## config.mk

```make
export PLATFORM = sky130hd
export DESIGN_NAME = regfile_wb_arbiter_flat
export DESIGN_NICKNAME = d
export VERILOG_FILES = /design/src/rtl/regfile_wb_arbiter_if.sv /design/src/rtl/regfile_wb_arbiter.sv /design/src/flat_wrapper.sv
export SDC_FILE = /design/constraint.sdc
export NUM_CORES = 1
export LEC_CHECK = 0
export BUFFER_PORTS_ARGS = -buffer_cell sky130_fd_sc_hd__buf_2
export CORE_MARGIN = 3
export CORE_UTILIZATION = 50
export CTS_BUF_LIST = sky130_fd_sc_hd__clkbuf_4 sky130_fd_sc_hd__clkbuf_8 sky130_fd_sc_hd__clkbuf_16
export DETAILED_ROUTE_END_ITERATION = 12
export GPL_TIMING_DRIVEN = 0
export PLACE_DENSITY = 0.88
export SETUP_SLACK_MARGIN = 0.4
export SYNTH_ARGS = -nofsm -noshare
export SYNTH_HDL_FRONTEND = slang
export SYNTH_SLANG_ARGS = --single-unit
```

## constraint.sdc

```tcl
create_clock -name clk -period 3.1 [get_ports clk]
set_input_delay 0.62 -clock clk [delete_from_list [all_inputs] [get_ports clk]]
set_output_delay 0.62 -clock clk [all_outputs]
set_load 0.01 [all_outputs]
```

## src/rtl/regfile_wb_arbiter_if.sv

```systemverilog
// ============================================================================
// Module      : regfile_wb_arbiter_if
// Description : Writeback-port bundle shared by the pipeline, the MDU and the
//               register file write port.
// Revision    : 1.0 - initial release
// ============================================================================
`default_nettype none

interface regfile_wb_arbiter_if #(
  parameter int DW = 64,
  parameter int AW = 5
);
  logic          pipe_we;
  logic [AW-1:0] pipe_wa;
  logic [DW-1:0] pipe_wd;
  logic          mdu_valid;
  logic          mdu_ready;
  logic [AW-1:0] mdu_wa;
  logic [DW-1:0] mdu_wd;
  logic          we3;
  logic [AW-1:0] wa3;
  logic [DW-1:0] wd3;
  logic [31:0]   busy;
  logic          stall_req;

  // Arbiter side
  modport slave (
    input  pipe_we, pipe_wa, pipe_wd, mdu_valid, mdu_wa, mdu_wd,
    output mdu_ready, we3, wa3, wd3, busy, stall_req
  );

  // Pipeline/MDU/regfile side
  modport master (
    output pipe_we, pipe_wa, pipe_wd, mdu_valid, mdu_wa, mdu_wd,
    input  mdu_ready, we3, wa3, wd3, busy, stall_req
  );
endinterface

`default_nettype wire

```

## src/rtl/regfile_wb_arbiter.sv

```systemverilog
// ============================================================================
// Module      : regfile_wb_arbiter
// Description : Shares the regfile write port between pipeline writeback
//               (priority, zero latency) and a FIFO of queued MDU results.
// Revision    : 1.0 - initial release
// ============================================================================
`default_nettype none

module regfile_wb_arbiter #(
  parameter int DW         = 64,
  parameter int AW         = 5,
  parameter int DEPTH      = 2,
  parameter int STARVE_MAX = 4
) (
  input  wire                   clk,
  input  wire                   reset,
  regfile_wb_arbiter_if.slave   wb
);

  localparam int PW = $clog2(DEPTH);
  localparam int CW = $clog2(DEPTH + 1);
  localparam int SW = $clog2(STARVE_MAX + 1);
  localparam logic [AW-1:0] c_XZR    = AW'(31);
  localparam logic [CW-1:0] c_FULL   = CW'(DEPTH);
  localparam logic [SW-1:0] c_STARVE = SW'(STARVE_MAX);

  logic [AW-1:0]    r_wa [DEPTH];
  logic [DW-1:0]    r_wd [DEPTH];
  logic [DEPTH-1:0] r_vld;
  logic [PW-1:0]    r_rd_ptr;
  logic [PW-1:0]    r_wr_ptr;
  logic [CW-1:0]    r_count;
  logic [SW-1:0]    r_starve;
  logic             r_stall;

  logic             w_pe;
  logic             w_empty;
  logic             w_full;
  logic             w_push;
  logic             w_pop;
  logic [DEPTH-1:0] w_vld_next;
  logic [CW-1:0]    w_count_next;
  logic [SW-1:0]    w_starve_next;
  logic             w_stall_next;
  logic [31:0]      w_busy;

  assign w_pe    = wb.pipe_we && (wb.pipe_wa != c_XZR);
  assign w_empty = (r_count == '0);
  assign w_full  = (r_count == c_FULL);
  assign w_push  = wb.mdu_valid && !w_full && (wb.mdu_wa != c_XZR);
  assign w_pop   = !w_pe && !w_empty;

  assign wb.mdu_ready = !w_full;
  assign wb.we3       = w_pe || !w_empty;
  assign wb.wa3       = w_pe ? wb.pipe_wa : (w_empty ? '0 : r_wa[r_rd_ptr]);
  assign wb.wd3       = w_pe ? wb.pipe_wd : (w_empty ? '0 : r_wd[r_rd_ptr]);
  assign wb.busy      = w_busy;
  assign wb.stall_req = r_stall;

  always_comb begin
    w_busy = '0;
    for (int i = 0; i < DEPTH; i++) begin
      if (r_vld[i]) w_busy = w_busy | (32'(1) << r_wa[i]);
    end
    w_busy[31] = 1'b0;
  end

  always_comb begin
    w_vld_next = r_vld;
    if (w_pop)  w_vld_next[r_rd_ptr] = 1'b0;
    if (w_push) w_vld_next[r_wr_ptr] = 1'b1;

    w_count_next = r_count;
    if (w_push && !w_pop)      w_count_next = r_count + CW'(1);
    else if (!w_push && w_pop) w_count_next = r_count - CW'(1);
  end

  // Starvation only accrues while an entry waits behind a pipeline write;
  // the stall flag rises on the edge where the counter hits its limit.
  always_comb begin
    w_starve_next = r_starve;
    if (w_pop || w_empty)                w_starve_next = '0;
    else if (w_pe && r_starve != c_STARVE) w_starve_next = r_starve + SW'(1);

    w_stall_next = w_pop ? 1'b0 : (r_stall || (w_starve_next == c_STARVE));
  end

  always_ff @(posedge clk) begin
    if (reset) begin
      r_rd_ptr <= '0;
      r_wr_ptr <= '0;
      r_count  <= '0;
      r_vld    <= '0;
      r_starve <= '0;
      r_stall  <= 1'b0;
    end else begin
      if (w_push) r_wr_ptr <= r_wr_ptr + PW'(1);
      if (w_pop)  r_rd_ptr <= r_rd_ptr + PW'(1);
      r_count  <= w_count_next;
      r_vld    <= w_vld_next;
      r_starve <= w_starve_next;
      r_stall  <= w_stall_next;
    end
  end

  // Payload storage needs no reset; validity is tracked by r_vld/r_count.
  always_ff @(posedge clk) begin
    if (w_push) begin
      r_wa[r_wr_ptr] <= wb.mdu_wa;
      r_wd[r_wr_ptr] <= wb.mdu_wd;
    end
  end

endmodule

`default_nettype wire

```

## src/flat_wrapper.sv

```systemverilog
// flat-port wrapper written by rule: the top's interface ports become plain ports
module regfile_wb_arbiter_flat 
#(
  parameter int DW         = 64,
  parameter int AW         = 5,
  parameter int DEPTH      = 2,
  parameter int STARVE_MAX = 4
)
  (clk, reset, wb_pipe_we, wb_pipe_wa, wb_pipe_wd, wb_mdu_valid, wb_mdu_wa, wb_mdu_wd, wb_mdu_ready, wb_we3, wb_wa3, wb_wd3, wb_busy, wb_stall_req);
  regfile_wb_arbiter_if #(.DW(DW), .AW(AW)) wb_i ();
  input  wire clk;
  input  wire reset;
  input wire logic [$bits(wb_i.pipe_we)-1:0] wb_pipe_we;
  input wire logic [$bits(wb_i.pipe_wa)-1:0] wb_pipe_wa;
  input wire logic [$bits(wb_i.pipe_wd)-1:0] wb_pipe_wd;
  input wire logic [$bits(wb_i.mdu_valid)-1:0] wb_mdu_valid;
  input wire logic [$bits(wb_i.mdu_wa)-1:0] wb_mdu_wa;
  input wire logic [$bits(wb_i.mdu_wd)-1:0] wb_mdu_wd;
  output wire logic [$bits(wb_i.mdu_ready)-1:0] wb_mdu_ready;
  output wire logic [$bits(wb_i.we3)-1:0] wb_we3;
  output wire logic [$bits(wb_i.wa3)-1:0] wb_wa3;
  output wire logic [$bits(wb_i.wd3)-1:0] wb_wd3;
  output wire logic [$bits(wb_i.busy)-1:0] wb_busy;
  output wire logic [$bits(wb_i.stall_req)-1:0] wb_stall_req;
  assign wb_i.pipe_we = wb_pipe_we;
  assign wb_i.pipe_wa = wb_pipe_wa;
  assign wb_i.pipe_wd = wb_pipe_wd;
  assign wb_i.mdu_valid = wb_mdu_valid;
  assign wb_i.mdu_wa = wb_mdu_wa;
  assign wb_i.mdu_wd = wb_mdu_wd;
  assign wb_mdu_ready = wb_i.mdu_ready;
  assign wb_we3 = wb_i.we3;
  assign wb_wa3 = wb_i.wa3;
  assign wb_wd3 = wb_i.wd3;
  assign wb_busy = wb_i.busy;
  assign wb_stall_req = wb_i.stall_req;
  regfile_wb_arbiter #(.DW(DW), .AW(AW), .DEPTH(DEPTH), .STARVE_MAX(STARVE_MAX)) u_core (.clk(clk), .reset(reset), .wb(wb_i));
endmodule
```

==> impl_metrics.yaml, run 1 <==
cts:
  insertion_delay_ns: 0.42
  cts_made_buffers: 17
  htreeDepth: 4
  clk_pin_slew_worst_paths_ns: 0.06
  cts.sink_count: 149
  hold_buffers: 0
  bufs_on_longest_clock_path: 2
  cts_root_buf: "clkbuf_16"
  tritoncts: "yes"
floorplan:
  io_pins: 246
  floorplan.initialDensity_pct: 51.34
  die_span_in_y_um: 122.8
  fp.dieW_um: 122.8
  rows: 42
  dieArea_um2: 15090
  core_region_area_um2: 13300
worst_setup_path:
  critical_path.reg2reg.startpoint: "u_core.r_count[0]"
  setup.worst_path.start: "u_core.r_wa[1][3]"
  worst_setup_path_end_kind: "output pin"
  crit_arrival_ns: 1.96
  criticalPathCategory: "reg2out"
  slowest_delay_ns: 0.48
  path_cells: "or3b_2, clkbuf_1, o22ai_1, buf_2"
  cp.required_ns: 2.48
  slowest_stage: "or3b_2"
  path_max_fanout: 8
  startpoint_type: "flop"
synth:
  yosys_warnings: 0
  synthesized_flop_and_latch_total: 149
  synth_cells: 510
  number_of_distinct_standard_cells_referenced_by_the_synthesized_netlist: 33
  synth_fp_nets: 655
  post_synthesis_sequential_area_ratio_pct: 63.94
  synthesized_area_per_cell_um2: 13.38
  post_synth_mux_area_share_pct: 10.56
  dominant_combinational_cell_family_by_area_after_synthesis: "compound AO/OA/AOI/OAI gates"
  xor_xnor_share_of_the_synthesized_area_pct: 0.3850
  yosys.area_share.adder_pct: 0.5500
  mappedNetlistArea_um2: 6825
  synth-compound-area-share_pct: 13.20
  post_synth_and_or_nand_nor_area_fraction_pct: 7.938
detailed_routing:
  vias: 5262
  detailed_routing_iteration_count_for_the_pre_antenna_repair_pass: 5
  detail_route.wl_per_cell_um: 17.17
  routed_wl_um: 16550
  number_of_vias_per_cell_after_detailed_routing: 5.459
  ant_nets: 0
  detail_route.drc_violations: 0
  initialDrtViolationCount: 307
sta:
  hold_viol_final: 0
  period_share_pct: 83.09
  grt_setup_unrepaired: "false"
  holdWs_ns: 0.3883
  final.min_clock_period_ns: 2.576
  fmax_mhz: 388.2
  max-slew-margin-rel_pct: 46.08
  finalSetupViolCount: 0
  fin_skew_ns: 0.01036
  timing_max_transition_violations_final: 0
  worst-slew-pin-transition_ns: 0.8070
global_route:
  pin_count_of_the_biggest_net_entering_global_routing: 40
  grt_use_total_pct: 21.43
  grt_overflow: 0
  grt_first_pass_wirelength_um: 24580
  antenna_found_initial: 2
  first_global_vias: 4938
power:
  vdd_drop_max_v: 0.0004895
  power_density_nw_per_um2: 715.6
  total_leakage_power_uw: 0.003540
hold_path:
  min-delay-start: "wb_mdu_wd[24]"
  min_path_type: "in2reg"
finish:
  fraction_of_final_layout_cells_sized_beyond_drive_strength_1_pct: 41.42
  nNetsFinal: 920
  syn_to_final_growth_pct: 30.78
  final_core_utilization_pct: 67.14
  layout.cells.most_common: "buf_2"
  layout.cells.most_common_list: "buf_2 (256), edfxtp_1 (138), nand2_1 (79), mux2i_1 (72), o31ai_1 (50)"
status:
  outcome: "finished clean"
placement:
  gpl.final_weighted_congestion: 0.8457
  dpl.hpwl_um: 11790
  port_buffers: 244
job:
  max_cap_viol_count: 0
-- cells in the mapped netlist --
| cell | number | share of area, % |
|---|---|---|
| or3b_2 | 1 | 0.13 |
| nand2b_1 | 6 | 0.55 |
| nand4_1 | 1 | 0.092 |
| or3b_1 | 2 | 0.26 |
| o31ai_1 | 50 | 5.5 |
| ha_1 | 3 | 0.55 |
| inv_1 | 6 | 0.33 |
| clkbuf_1 | 21 | 1.2 |
| o31ai_2 | 20 | 3.7 |
| a21oi_1 | 6 | 0.44 |
| a311oi_1 | 1 | 0.13 |
| buf_4 | 4 | 0.44 |
| buf_6 | 3 | 0.49 |
| o21a_1 | 1 | 0.11 |
| mux2i_1 | 72 | 11 |
| or3_1 | 3 | 0.28 |
| nand2_1 | 79 | 4.3 |
| xnor2_1 | 1 | 0.13 |
| nand3_1 | 8 | 0.59 |
| or2_2 | 1 | 0.092 |
| xor2_1 | 2 | 0.26 |
| nor2b_1 | 3 | 0.28 |
| o22ai_1 | 31 | 2.8 |
| nand3b_1 | 5 | 0.55 |
| nor3_1 | 2 | 0.15 |
| buf_2 | 13 | 0.95 |
| o211a_1 | 1 | 0.15 |
| nor2_1 | 5 | 0.28 |
| dfxtp_1 | 11 | 3.2 |
| nor4_1 | 4 | 0.37 |
| o21ai_0 | 5 | 0.37 |
| edfxtp_1 | 138 | 61 |
| conb_1 | 1 | 0.055 |
-- logic make-up after synthesis --
family,Yosys count
flops,149
fa+ha+maj,3
compound gates,115
simple gates,120
buf+inv,47
xor+xnor,3
other cells,1
mux,72
-- worst max-delay path, delay by kind of cell (launching register included) --
kind            cells  cell delay [ns]
flops               1             0.43
compound gates      1             0.25
simple gates        1             0.48
buf+inv             2             0.39
-- flip-flops by register name (all words and copies together) (netlist names), named ones only --
name / flops
u_core.r_wr_ptr: 1
u_core.r_wa: 10
u_core.r_count: 2
u_core.wb.stall_req: 1
u_core.r_rd_ptr: 1
u_core.r_vld: 2
u_core.r_starve: 3
u_core.r_wd: 128
-- routing by layer --
metal	GRT usage, %	routed length (um)
met1	27.09	6651
met4	7.278	303
met5	0	7
met2	35.67	8281
met3	5.945	1304
-- final timing paths --
kind | slack (ns) | end | depth (start not counted)
setup / recovery | 0.52 | wb_busy[6] | 4
hold / removal | 0.39 | u_core.r_wd[0][24] | 1
setup reg to reg | 0.71 | u_core.r_wd[0][28] | 5
hold reg to reg | 0.52 | u_core.r_wr_ptr | 2
-- area by class of cell --
type | instances | area, um2
diodes | 1 | 2.502
clock inverters | 12 | 157.7
clock buffers | 19 | 440.4
well taps | 176 | 220.2
inverters | 6 | 30.03
multi-input cells | 314 | 2233
repair buffers | 246 | 1261
plain buffers | 41 | 216.5
flip-flops and latches | 149 | 4364
fillers | 976 | 4369
-- metrics by stage --
step | worst slack, ns | cell area (um2) | std cells | setup TNS, ns | total power (uW)
after detailed placement | 0.3419 | 8314 | 932 | 0 | 4370
after global routing | 0.4260 | 8926 | 964 | 0 | 6690
final | 0.5241 | 8926 | 964 | 0 | 6388
after floorplan | 0.6281 | 6833 | 510 | 0 | 3723
after global placement | -0.1415 | 8274 | 930 | -14.71 | 4310
after CTS | 0.3907 | 8917 | 963 | 0 | 6429
-- where the power goes --
group,total [uW],switching (uW),internal [uW]
clock network,2050,766,1280
logic,1750,1100,650
registers,2590,94.7,2500
total,6390,1960,4430
-- repair_timing --
| item | CTS | global route |
|---|---|---|
| setup buffers | 0 | 0 |
| gates resized for setup | 3 | 7 |
| endpoints found under the setup margin | 26 | 53 |
Power figures use the tool's default switching activity.
==> inputs of run 2 (changes only) <==
Clock period 3.1 ns to 2.6 ns, I/O delays scaled along.
==> run 2 against run 1 <==
Worst hold slack lost 0.092 ns. Routed wire length is 23% higher. Flip-flop and latch count unchanged. Via count grew 9.1%. First-iteration DRC count rose by 36%. Non-clock buffer count increased by 34. Clock-buffer cell count decreased by 2. Final area is 16% higher. Sequential power is 20% higher. Critical path type is now in2out. Largest cell class unchanged.
==> impl_metrics.yaml, run 2 (synthesis gave the netlist of run 1 again) <==
sta:
  fmax_mhz: 434.6
  fin_setup_tns_ns: 0
  fin_skew_ns: 0.006208
  period_share_pct: 88.51
  grt_setup_unrepaired: "true"
  finalSetupViolCount: 0
  final.min_clock_period_ns: 2.301
  hold_viol_final: 0
  timing_max_transition_violations_final: 0
worst_setup_path:
  critical_path_cell_count: 7
  cp.required_ns: 2.08
  path_max_fanout: 10
  worst_path_dominant_cell_family: "buffers and inverters"
  criticalPathCategory: "in2out"
  crit_arrival_ns: 1.78
  rr_worst_depth: 5
  worst_setup_path_end_kind: "output pin"
  path_buf_inv: 4
  cpMostUsedCell: "buf_2"
  path_cells: "buf_8, nand3_4, o21a_4, buf_2, buf_4, o31ai_1, buf_2"
  startpoint_type: "input port"
  slowest_delay_ns: 0.30
  slowest_stage: "o31ai_1"
power:
  total_leakage_power_uw: 0.004122
  vdd_drop_max_v: 0.0006673
  power_density_nw_per_um2: 795.4
detailed_routing:
  vias: 5743
  detail_route.drc_violations: 0
  number_of_vias_per_cell_after_detailed_routing: 5.743
  routed_wl_um: 20390
  detailed_routing_iteration_count_for_the_pre_antenna_repair_pass: 5
  initialDrtViolationCount: 417
  detail_route.wl_per_cell_um: 20.39
  ant_nets: 0
global_route:
  pin_count_of_the_biggest_net_entering_global_routing: 39
  first_global_vias: 5423
  antenna_found_initial: 3
  grt_overflow: 0
  grt_use_total_pct: 24.36
  grt_first_pass_wirelength_um: 27720
finish:
  largest_reg_flops: 128
  final_core_utilization_pct: 77.98
  biggestRegsByFlops: "u_core.r_wd: 128 flops, u_core.r_wa: 10 flops, u_core.r_starve: 3 flops"
  layout.cells.most_common: "buf_2"
  fillerInstances: 744
  finish.instance_area_um2: 10370
  layout.cells.most_common_list: "buf_2 (239), edfxtp_1 (138), mux2i_1 (67), nand2_1 (46), o31ai_2 (41)"
  max_flop_register: "u_core.r_wd"
  syn_to_final_growth_pct: 51.90
  nNetsFinal: 956
  fraction_of_final_layout_cells_sized_beyond_drive_strength_1_pct: 58.27
placement:
  port_buffers: 244
  placement.cell_area_um2: 8319
  dpl.hpwl_um: 11690
  gpl.final_weighted_congestion: 0.8681
floorplan:
  rows: 42
  core_region_area_um2: 13300
  fp.dieW_um: 122.8
  dieArea_um2: 15090
  die_span_in_y_um: 122.8
  io_pins: 246
  floorplan.initialDensity_pct: 51.34
cts:
  hold_buffers: 0
  cts.sink_count: 149
  cts_made_buffers: 17
  insertion_delay_ns: 0.41
  tritoncts: "yes"
  clk_pin_slew_worst_paths_ns: 0.06
  bufs_on_longest_clock_path: 2
  cts_root_buf: "clkbuf_16"
  htreeDepth: 4
job:
  max_cap_viol_count: 0
status:
  outcome: "finished clean"
hold_path:
  hold_depth: 1
  min_path_type: "in2reg"
[run 2: cell count changes in the layout (fill, tap and decap cells not counted), moves of 9 or more]
cell / previous run / this run
buf_4: 5 / 20
nand2_2: 0 / 13
o31ai_2: 20 / 41
nand2_1: 79 / 46
o31ai_1: 50 / 22
nand2_4: 0 / 20
clkbuf_1: 16 / 1
buf_2: 256 / 239
o22ai_2: 0 / 18
buf_12: 2 / 11
o22ai_1: 31 / 11
buf_6: 3 / 18
[run 2: what timing repair did]
item                       4_1_cts  5_1_grt
gates cloned                    13        0
gates resized for setup        147      115
pin swaps                       35       28
setup buffers                   16        7
setup endpoints to repair      165      172
[run 2: where the power goes]
part | switching [uW] | total (uW) | internal, uW
clock | 913 | 2310 | 1400
combinational | 1610 | 2820 | 1210
sequential | 132 | 3120 | 2980
[run 2: final timing paths]
check,start,endpoint,slack (ns)
hold / removal,wb_mdu_wd[49],u_core.r_wd[1][49],0.30
setup reg to reg,u_core.r_count[0],u_core.r_wd[1][34],0.41
setup / recovery,wb_pipe_wa[2],wb_wd3[36],0.30
hold reg to reg,u_core.r_wr_ptr,u_core.r_wr_ptr,0.51
[run 2: final cells by class]
type | instances | area [um2] | area share, %
Antenna cell | 2 | 5.005 | 0.04827
Buffer | 41 | 534.3 | 5.153
Clock buffer | 17 | 425.4 | 4.103
Clock inverter | 13 | 135.1 | 1.303
Inverter | 6 | 30.03 | 0.2896
Multi-Input combinational cell | 314 | 2851 | 27.50
Sequential cell | 149 | 4375 | 42.20
Tap cell | 176 | 220.2 | 2.124
Timing Repair Buffer | 280 | 1775 | 17.13
Timing Repair inverter | 2 | 15.01 | 0.1448
[run 2: stage by stage]
step / setup slack, ns / hold WS, ns / std cells / power [uW]
floorplan: 0.2364 / 0.4577 / 510 / 4439
global placement: -0.5385 / 0.4659 / 930 / 5140
detailed placement: 0.01147 / 0.4825 / 932 / 5205
CTS: 0.3109 / 0.2760 / 991 / 7947
global route: 0.2511 / 0.2788 / 1000 / 8566
finish: 0.2988 / 0.2961 / 1000 / 8246
[run 2: per-layer routing]
metal,part of all wire (%),vias up,global-route usage [%]
met5,0.054,-,0
met4,2.3,2,10.57
met3,6.2,52,5.161
met2,54,298,42.13
met1,38,2800,29.39
li1,-,2591,-
